File: src/rtl/pulse_synth_pkg.sv
// Shared types and default widths for the pulse synthesizer.
package pulse_synth_pkg;

  localparam int AXIS_TDATA_WIDTH_DEF = 32;
  localparam int DAC_WIDTH_DEF        = 14;
  localparam int COUNT_WIDTH_DEF      = 32;
  localparam logic [15:0] LFSR_SEED   = 16'hACE1;

  typedef enum logic [1:0] {
    ST_IDLE = 2'd0,
    ST_HIGH = 2'd1,
    ST_LOW  = 2'd2,
    ST_DONE = 2'd3
  } state_t;

endpackage

File: src/rtl/pulse_synth_lfsr.sv
// 16-bit Fibonacci LFSR noise source; only compiled when PULSE_SYNTH_NOISE_EN is defined.
`ifdef PULSE_SYNTH_NOISE_EN
module pulse_synth_lfsr
  import pulse_synth_pkg::*;
(
  input  logic              clk,
  input  logic              rst,
  input  logic              step,
  output logic signed [3:0] noise
);

  logic [15:0] lfsr;

  // Taps 16,14,13,11 give a maximal-length sequence.
  always_ff @(posedge clk or negedge rst) begin
    if (!rst)
      lfsr <= LFSR_SEED;
    else if (step)
      lfsr <= {lfsr[14:0], lfsr[15] ^ lfsr[13] ^ lfsr[12] ^ lfsr[10]};
  end

  assign noise = lfsr[3:0];

endmodule
`endif

File: src/rtl/pulse_synthesizer.sv
// Burst generator streaming amplitude/baseline beats over AXI-Stream.
// Optional dither noise on samples is enabled by defining PULSE_SYNTH_NOISE_EN.
module pulse_synthesizer
  import pulse_synth_pkg::*;
#(
  parameter int AXIS_TDATA_WIDTH = AXIS_TDATA_WIDTH_DEF,
  parameter int DAC_WIDTH        = DAC_WIDTH_DEF,
  parameter int COUNT_WIDTH      = COUNT_WIDTH_DEF
) (
  input  logic                        clk,
  input  logic                        rst,
  input  logic                        start,
  input  logic                        abort,
  input  logic signed [DAC_WIDTH-1:0] amplitude,
  input  logic signed [DAC_WIDTH-1:0] baseline,
  input  logic [COUNT_WIDTH-1:0]      high_cycles,
  input  logic [COUNT_WIDTH-1:0]      low_cycles,
  input  logic [COUNT_WIDTH-1:0]      n_pulses,
  output logic [AXIS_TDATA_WIDTH-1:0] M_AXIS_OUT_tdata,
  output logic                        M_AXIS_OUT_tvalid,
  input  logic                        M_AXIS_OUT_tready,
  output logic                        busy,
  output logic                        done,
  output logic [COUNT_WIDTH-1:0]      pulses_sent
);

  localparam logic [COUNT_WIDTH-1:0] ONE = COUNT_WIDTH'(1);

  state_t                   state;
  logic signed [DAC_WIDTH-1:0] amp_q, base_q;
  logic [COUNT_WIDTH-1:0]   high_q, low_q, n_q, beat_cnt;
  logic                     active, accept;
  logic signed [DAC_WIDTH-1:0] nominal, sample;

  assign active = (state == ST_HIGH) || (state == ST_LOW);
  assign accept = active && M_AXIS_OUT_tready;

  always_ff @(posedge clk or negedge rst) begin
    if (!rst) begin
      state       <= ST_IDLE;
      amp_q       <= '0;
      base_q      <= '0;
      high_q      <= '0;
      low_q       <= '0;
      n_q         <= '0;
      beat_cnt    <= '0;
      pulses_sent <= '0;
    end else begin
      case (state)
        ST_IDLE: begin
          // abort wins over a simultaneous start
          if (start && !abort) begin
            amp_q       <= amplitude;
            base_q      <= baseline;
            high_q      <= (high_cycles == '0) ? ONE : high_cycles;
            low_q       <= (low_cycles == '0) ? ONE : low_cycles;
            n_q         <= n_pulses;
            beat_cnt    <= '0;
            pulses_sent <= '0;
            state       <= (n_pulses == '0) ? ST_DONE : ST_HIGH;
          end
        end
        ST_HIGH: begin
          if (abort) begin
            beat_cnt <= '0;
            state    <= ST_IDLE;
          end else if (accept) begin
            if (beat_cnt == high_q - ONE) begin
              beat_cnt    <= '0;
              pulses_sent <= pulses_sent + ONE;
              state       <= ST_LOW;
            end else begin
              beat_cnt <= beat_cnt + ONE;
            end
          end
        end
        ST_LOW: begin
          if (abort) begin
            beat_cnt <= '0;
            state    <= ST_IDLE;
          end else if (accept) begin
            if (beat_cnt == low_q - ONE) begin
              beat_cnt <= '0;
              state    <= (pulses_sent == n_q) ? ST_DONE : ST_HIGH;
            end else begin
              beat_cnt <= beat_cnt + ONE;
            end
          end
        end
        ST_DONE: state <= ST_IDLE;
        default: state <= ST_IDLE;
      endcase
    end
  end

  assign nominal = (state == ST_HIGH) ? amp_q : base_q;

`ifdef PULSE_SYNTH_NOISE_EN
  logic signed [3:0]         noise;
  logic signed [DAC_WIDTH:0] sum;

  // LFSR only steps on accepted beats, so the sample holds through stalls.
  pulse_synth_lfsr u_lfsr (
    .clk   (clk),
    .rst   (rst),
    .step  (accept),
    .noise (noise)
  );

  assign sum = (DAC_WIDTH+1)'(nominal) + (DAC_WIDTH+1)'(noise);

  always_comb begin
    sample = sum[DAC_WIDTH-1:0];
    if (sum[DAC_WIDTH] != sum[DAC_WIDTH-1])
      sample = sum[DAC_WIDTH] ? {1'b1, {(DAC_WIDTH-1){1'b0}}}
                              : {1'b0, {(DAC_WIDTH-1){1'b1}}};
  end
`else
  assign sample = nominal;
`endif

  assign M_AXIS_OUT_tvalid = active;
  assign M_AXIS_OUT_tdata  = active ? AXIS_TDATA_WIDTH'(sample) : '0;
  assign busy              = active;
  assign done              = (state == ST_DONE);

endmodule

File: config.mk
export PLATFORM = sky130hd
export DESIGN_NAME = pulse_synthesizer
export DESIGN_NICKNAME = d
export VERILOG_FILES = /design/src/rtl/pulse_synth_pkg.sv /design/src/rtl/pulse_synth_lfsr.sv /design/src/rtl/pulse_synthesizer.sv
export SDC_FILE = /design/constraint.sdc
export NUM_CORES = 1
export LEC_CHECK = 0
export ABC_CLOCK_PERIOD_IN_PS = 5500
export BUFFER_PORTS_ARGS = -buffer_cell sky130_fd_sc_hd__buf_2
export CORE_MARGIN = 4
export CORE_UTILIZATION = 40
export DETAILED_ROUTE_END_ITERATION = 16
export PLACE_DENSITY = 0.65
export SLEW_MARGIN = 25
export SYNTH_ARGS = -nofsm -noshare
export SYNTH_HDL_FRONTEND = slang
export SYNTH_SLANG_ARGS = --single-unit
File: constraint.sdc
create_clock -name clk -period 5.5 [get_ports clk]
set_clock_uncertainty 0.2 [all_clocks]
set_input_delay 0.275 -clock clk [delete_from_list [all_inputs] [get_ports clk]]
set_output_delay 0.275 -clock clk [all_outputs]
set_load 0.005 [all_outputs]
==> results.py, run 1 <==
metrics = {
    "outcome": {
        "status": "completed",
    },
    "setup_path": {
        "path_cells": "inv_1, ha_1, or3b_2, nor3_1, nand3_1, or3_1, a311oi_1, o2111ai_1, nor4_1, o32a_1, buf_4, o21ai_0, a22o_1",
        "critical_path.endpoint_type": "flip-flop",
        "arrival_ns": 4.87,
        "crit_path_top_delay_cell": "nor4_1",
        "r2r_slack_ns": 0.77,
        "critPathRequiredTime_ns": 5.64,
        "slowest_delay_ns": 0.57,
        "r2r-start": "low_q[0]$_DFFE_PN0P_",
        "r2r_end": "beat_cnt[18]$_DFFE_PN0P_",
        "crit_type": "reg2reg",
        "crit_fanout": 25,
        "worst_r2r_path_depth": 13,
        "worstSetupStartpoint": "low_q[0]$_DFFE_PN0P_",
        "startpoint_type": "flip-flop",
    },
    "grt": {
        "antenna_found_initial": 1,
        "track_usage": 0.210,
        "grt_pass1_vias": 10700,
        "overflow": 0,
        "grt_max_degree": 96,
        "grt_pass1_wl_um": 56600,
    },
    "die": {
        "initial_utilization": 0.409,
        "fp.dieW_um": 180,
        "num_rows": 62,
        "io_pins": 196,
        "die-area_um2": 32400,
        "die_height_um": 180,
        "core_area_um2": 28900,
    },
    "sta": {
        "worst_pin_slew_ns": 1.00,
        "hold_ws_ns": 0.230,
        "period_needed_ns": 4.73,
        "setup_violations": 0,
        "setup_ws_ns": 0.765,
        "slew_headroom": 0.333,
        "tns_ns": 0,
        "hold_violations": 0,
        "rsz0062_at_grt": "no",
        "fin_crit_sh": 0.861,
        "slew_violations": 0,
        "clock.fmax_mhz": 211,
    },
    "logic_synthesis": {
        "dominantRegCellSynth": "dfrtp_1",
        "synth_area_per_cell_um2": 9.85,
        "ys_seq_area_frac": 0.401,
        "syn-num-nets": 1342,
        "postSynthCellCount": 1203,
        "yosys.area.top_type_share": 0.401,
        "synth_area_leader_cell": "dfrtp_1",
        "synth_cell_types": 76,
        "synth_enable_flop_cells": 0,
        "synth-seq-cells": 190,
        "yosys_warnings": 0,
        "netlist_area_um2": 11800,
        "async_flop_share": 1.00,
        "synth.area.top_cells": "dfrtp_1, mux2_2, xor2_1",
    },
    "finish": {
        "postLayoutCellArea_um2": 14800,
        "fin_util": 0.513,
        "fillers": 2583,
        "n_antenna_cell": 0,
        "fin_cells": 1856,
        "drive_gt1_frac": 0.268,
        "area_growth_pct": 25.2,
        "nets": 1598,
    },
    "route": {
        "drc": 0,
        "via_per_inst": 5.58,
        "drtPass1Iterations": 7,
        "wl_per_cell_um": 18.5,
        "ant_nets": 0,
        "drt-initial-drc-count": 511,
        "wl_um": 34300,
        "dr_total_vias": 10400,
    },
    "cts": {
        "postCtsResizedCells": 0,
        "htree_levels": 4,
        "cts_max_path_buffers": 2,
        "clk_latency_ns": 0.45,
        "numCtsBuffers": 17,
        "cts_tree": "yes",
        "cts.sinks": 190,
        "clkTransAtPathRegs_ns": 0.08,
        "cts_root_buf": "clkbuf_16",
    },
    "placed_design": {
        "pre_cts_ws_ns": 0.738,
        "placed_cell_area_um2": 12900,
        "gp_congestion": 0.863,
        "numPortBuffers": 195,
        "dp_hpwl_um": 24200,
        "dp.cells": 1699,
    },
    "pwr": {
        "irDropWorstVdd_mv": 0.219,
        "finalPower_mw": 6.40,
        "power.density_nw_per_um2": 432,
        "p_leak_nw": 6.39,
    },
    "worst_hold_path": {
        "hold_path.class": "in2async",
    },
    "run": {
        "maxCapViolations": 0,
    },
}
-- synthesized netlist by cell type (all sizes together) (6+ instances only) --
library cell	n
nor2	86
nand4	32
and2	6
clkbuf	61
nand3	33
and3	22
nand2	60
nand3b	8
inv	20
o21a	9
or3	31
nor4	55
a31oi	7
nor3	41
xor2	65
nor2b	13
buf	30
o211ai	9
a21oi	32
o2111ai	8
a22o	20
mux2i	20
dfrtp	190
xnor2	60
or4	12
ha	10
mux2	129
nand2b	7
or2	7
o21ai	48
-- cell usage in the layout, fill, tap and decap left out, types with 22 or more instances in the layout --
cell / netlist / routed
nand2_1: 60 / 60
or3_1: 30 / 30
and3_1: 22 / 22
nand4_1: 31 / 31
o21ai_0: 48 / 48
xor2_1: 65 / 65
dfrtp_1: 190 / 190
nor3_1: 40 / 40
a21oi_1: 32 / 32
nor4_1: 49 / 49
buf_2: 5 / 194
nand3_1: 32 / 32
nor2_1: 86 / 83
xnor2_1: 60 / 60
mux2_2: 129 / 129
dlygate4sd3_1: 0 / 125
-- report_power, final --
| group | switching, mW | leakage [nW] | internal (mW) |
|---|---|---|---|
| clock | 0.685 | 0.303 | 0.629 |
| sequential | 0.615 | 2.39 | 1.87 |
| combinational | 1.29 | 3.70 | 1.31 |
| total | 2.59 | 6.39 | 3.81 |
-- critical path, delay by kind of cell, from the launching register on --
| kind | cells | cell delay (ns) |
|---|---|---|
| compound gates | 5 | 1.20 |
| flops | 1 | 0.45 |
| buf+inv | 2 | 0.40 |
| fa+ha+maj | 1 | 0.21 |
| simple gates | 5 | 2.16 |
-- state kept, by name, summed over array words and instances, names as in the netlist --
name / cells
high_q: 32
beat_cnt: 32
n_q: 32
state: 2
base_q: 14
amp_q: 14
pulses_sent: 32
low_q: 32
-- what timing repair did --
| item | CTS | global route |
|---|---|---|
| setup buffers | 0 | 0 |
| hold buffers | 125 | 0 |
| endpoints found under the hold margin | 217 | 0 |
-- cells by family (layout without fill, tap and decap cells) --
logic type,Yosys count,count (layout),share of synthesized area
AO/OA/AOI/OAI,183,183,0.108
XOR/XNOR,125,125,0.0924
adder cells (fa/ha/maj),10,10,0.0106
buffers and inverters,111,380,0.0427
flip-flops,190,190,0.401
multiplexers,149,149,0.140
AND/OR/NAND/NOR,435,435,0.206
-- metal layers --
layer / vias to the layer above / GRT usage / part of all wire
li1: 4908 / - / -
met1: 5112 / 0.269 / 0.43
met2: 274 / 0.362 / 0.50
met3: 59 / 0.0422 / 0.050
met4: 2 / 0.0617 / 0.023
met5: - / 0 / 0.00035
-- final cells by class --
type | count | area, µm² | area share
clock inverters | 15 | 206 | 0.0139
repair buffers | 328 | 2300 | 0.155
flip-flops and latches | 190 | 4750 | 0.321
well taps | 384 | 480 | 0.0324
multi-input cells | 902 | 6590 | 0.445
inverters | 20 | 75.1 | 0.00506
clock buffers | 17 | 425 | 0.0287
-- how the worst max path moves through the flow --
| stage | end | cells past startpoint |
|---|---|---|
| floorplan | beat_cnt[28]$_DFFE_PN0P_ | 14 |
| global placement | beat_cnt[20]$_DFFE_PN0P_ | 13 |
| detailed placement | beat_cnt[18]$_DFFE_PN0P_ | 13 |
| CTS | beat_cnt[18]$_DFFE_PN0P_ | 13 |
| global route | beat_cnt[20]$_DFFE_PN0P_ | 13 |
| finish | beat_cnt[18]$_DFFE_PN0P_ | 13 |
(Power assumes the default switching activity.)
==> inputs of run 2 (changes only) <==
Settings changed: PLACE_DENSITY 0.65 to 0.7.
==> run 2 against run 1 <==
  * First-iteration DRC count is 37% higher
  * Via count is 0.17% higher
  * Combinational power hardly changed
  * Worst hold slack worse by 0.017 ns
  * Critical path depth is 3 lower
  * Register-to-register slack worse by 0.09 ns
  * Non-clock buffer count is 1 higher
  * Global-route usage is 0.40 points lower
  * Largest cell class unchanged
==> results.py, run 2 (same netlist as run 1, synthesis figures left out) <==
metrics = {
    "route": {
        "drtPass1Iterations": 6,
        "ant_nets": 0,
        "wl_per_cell_um": 18.4,
        "drt-initial-drc-count": 702,
        "via_per_inst": 5.58,
        "wl_um": 34200,
        "dr_total_vias": 10400,
        "drc": 0,
    },
    "setup_path": {
        "crit_path_top_delay_cell": "nor4_4",
        "crit_top_cell": "nor4_4",
        "r2r-start": "high_q[2]$_DFFE_PN0P_",
        "critPathRequiredTime_ns": 5.67,
        "cp-endpoint": "pulses_sent[27]$_DFFE_PN0P_",
        "worst_r2r_path_depth": 10,
        "arrival_ns": 5.00,
        "slowest_delay_ns": 0.67,
        "critical_path.endpoint_type": "flip-flop",
        "startpoint_type": "flip-flop",
        "crit_fanout": 20,
        "cp_num_cells": 10,
        "r2r_slack_ns": 0.67,
        "path_cells": "nor4_4, nand3_2, nor3_1, mux2_2, a31oi_1, o2111ai_2, nor4_4, o211ai_2, or4_1, a21oi_1",
        "crit_type": "reg2reg",
        "worstSetupStartpoint": "high_q[2]$_DFFE_PN0P_",
        "crit_buf_inv": 0,
        "path_delay_family": "simple AND/OR/NAND/NOR gates",
        "r2r_end": "pulses_sent[27]$_DFFE_PN0P_",
    },
    "grt": {
        "antenna_found_initial": 3,
        "grt_max_degree": 89,
        "track_usage": 0.206,
        "overflow": 0,
        "grt_pass1_wl_um": 55400,
        "grt_pass1_vias": 10500,
    },
    "die": {
        "io_pins": 196,
        "fp.dieW_um": 180,
        "die_height_um": 180,
        "core_area_um2": 28900,
        "num_rows": 62,
        "initial_utilization": 0.409,
        "die-area_um2": 32400,
    },
    "finish": {
        "mostFrequentLayoutCells": "buf_2, dfrtp_1, mux2_2, dlygate4sd3_1, nor2_1",
        "nets": 1599,
        "area_growth_pct": 25.1,
        "layout_commonest_cell": "buf_2",
        "postLayoutCellArea_um2": 14800,
        "fin_util": 0.512,
        "drive_gt1_frac": 0.269,
        "fillers": 2572,
    },
    "sta": {
        "period_needed_ns": 4.83,
        "fin_crit_sh": 0.878,
        "tns_ns": 0,
        "rsz0062_at_grt": "no",
        "hold_violations": 0,
        "worst_pin_slew_ns": 0.827,
        "setup_violations": 0,
        "slew_violations": 0,
        "clock.fmax_mhz": 207,
        "setup_ws_ns": 0.671,
        "slew_headroom": 0.449,
    },
    "cts": {
        "cts_setup_buffers": 0,
        "cts_tree": "yes",
        "cts_max_path_buffers": 2,
        "postCtsResizedCells": 0,
        "htree_levels": 4,
        "clkTransAtPathRegs_ns": 0.09,
        "cts_root_buf": "clkbuf_16",
        "clk_latency_ns": 0.44,
        "cts.sinks": 190,
        "numCtsBuffers": 17,
        "postCtsHoldBufs": 125,
    },
    "run": {
        "maxCapViolations": 0,
    },
    "pwr": {
        "p_leak_nw": 6.38,
        "power.density_nw_per_um2": 430,
        "irDropWorstVdd_mv": 0.266,
        "finalPower_mw": 6.37,
    },
    "placed_design": {
        "numPortBuffers": 195,
        "pre_cts_ws_ns": 0.750,
        "placed_cell_area_um2": 13000,
        "dp_hpwl_um": 24100,
        "gp_congestion": 0.939,
    },
    "worst_hold_path": {
        "hold_path.class": "in2reg",
    },
    "outcome": {
        "status": "completed",
    },
}
==> run 2: changes by cell type in the layout (fill, tap and decap cells not counted) <==
cell | before | now
inv_8 | 3 | 4
buf_6 | 0 | 1
nor2_1 | 83 | 82
clkinvlp_4 | 0 | 2
inv_12 | 1 | 0
nor2_2 | 3 | 2
clkinv_8 | 8 | 5
diode_2 | 0 | 2
clkbuf_1 | 0 | 1
nor2_4 | 0 | 2
==> run 2: power breakdown <==
part / total (mW) / internal [mW] / switching (mW)
clock: 1.25 / 0.615 / 0.639
sequential: 2.49 / 1.87 / 0.611
combinational: 2.63 / 1.31 / 1.32
==> run 2: metrics by stage <==
step | instances | hold slack, ns
6_report | 1859 | 0.213
5_1_grt | 1859 | 0.231
4_1_cts | 1857 | 0.209
3_5_place_dp | 1700 | 0.173
3_3_place_gp | 1700 | 0.159
2_1_floorplan | 1203 | -0.221
==> run 2: worst reg2reg max path, cell delays in order, from the launching register on <==
cell and delay [ns]:
dfrtp_1 0.50, nor4_4 0.67, nand3_2 0.31, nor3_1 0.51
mux2_2 0.40, a31oi_1 0.30, o2111ai_2 0.22, nor4_4 0.58
o211ai_2 0.40, or4_1 0.54, a21oi_1 0.16
==> run 2: worst min-delay path by stage <==
stage	start	end	slack, ns	cells past startpoint
finish	start	pulses_sent[17]$_DFFE_PN0P_	0.21	4
global route	start	pulses_sent[18]$_DFFE_PN0P_	0.23	4
CTS	abort	state[0]$_DFFE_PN0P_	0.21	4
detailed placement	rst	low_q[6]$_DFFE_PN0P_	0.17	1
global placement	rst	low_q[6]$_DFFE_PN0P_	0.16	1
floorplan	rst	amp_q[0]$_DFFE_PN0P_	-0.22	0
==> run 2: cell type report <==
cell class,instances,area (µm²),area share
multi-input cells,902,6610,0.446
clock buffers,18,429,0.0289
inverters,20,75.1,0.00506
flip-flops and latches,190,4750,0.321
diodes,2,5.00,0.000338
clock inverters,14,168,0.0113
repair buffers,329,2310,0.156
well taps,384,480,0.0324
==> run 2: routing by layer <==
metal	wire length [µm]	vias to the layer above	global-route usage	share of wire
li1	-	4914	-	-
met1	15100	5083	0.268	0.44
met3	1800	52	0.0432	0.053
met2	16500	322	0.349	0.48
met4	667	2	0.0590	0.020
met5	13	-	0	0.00038
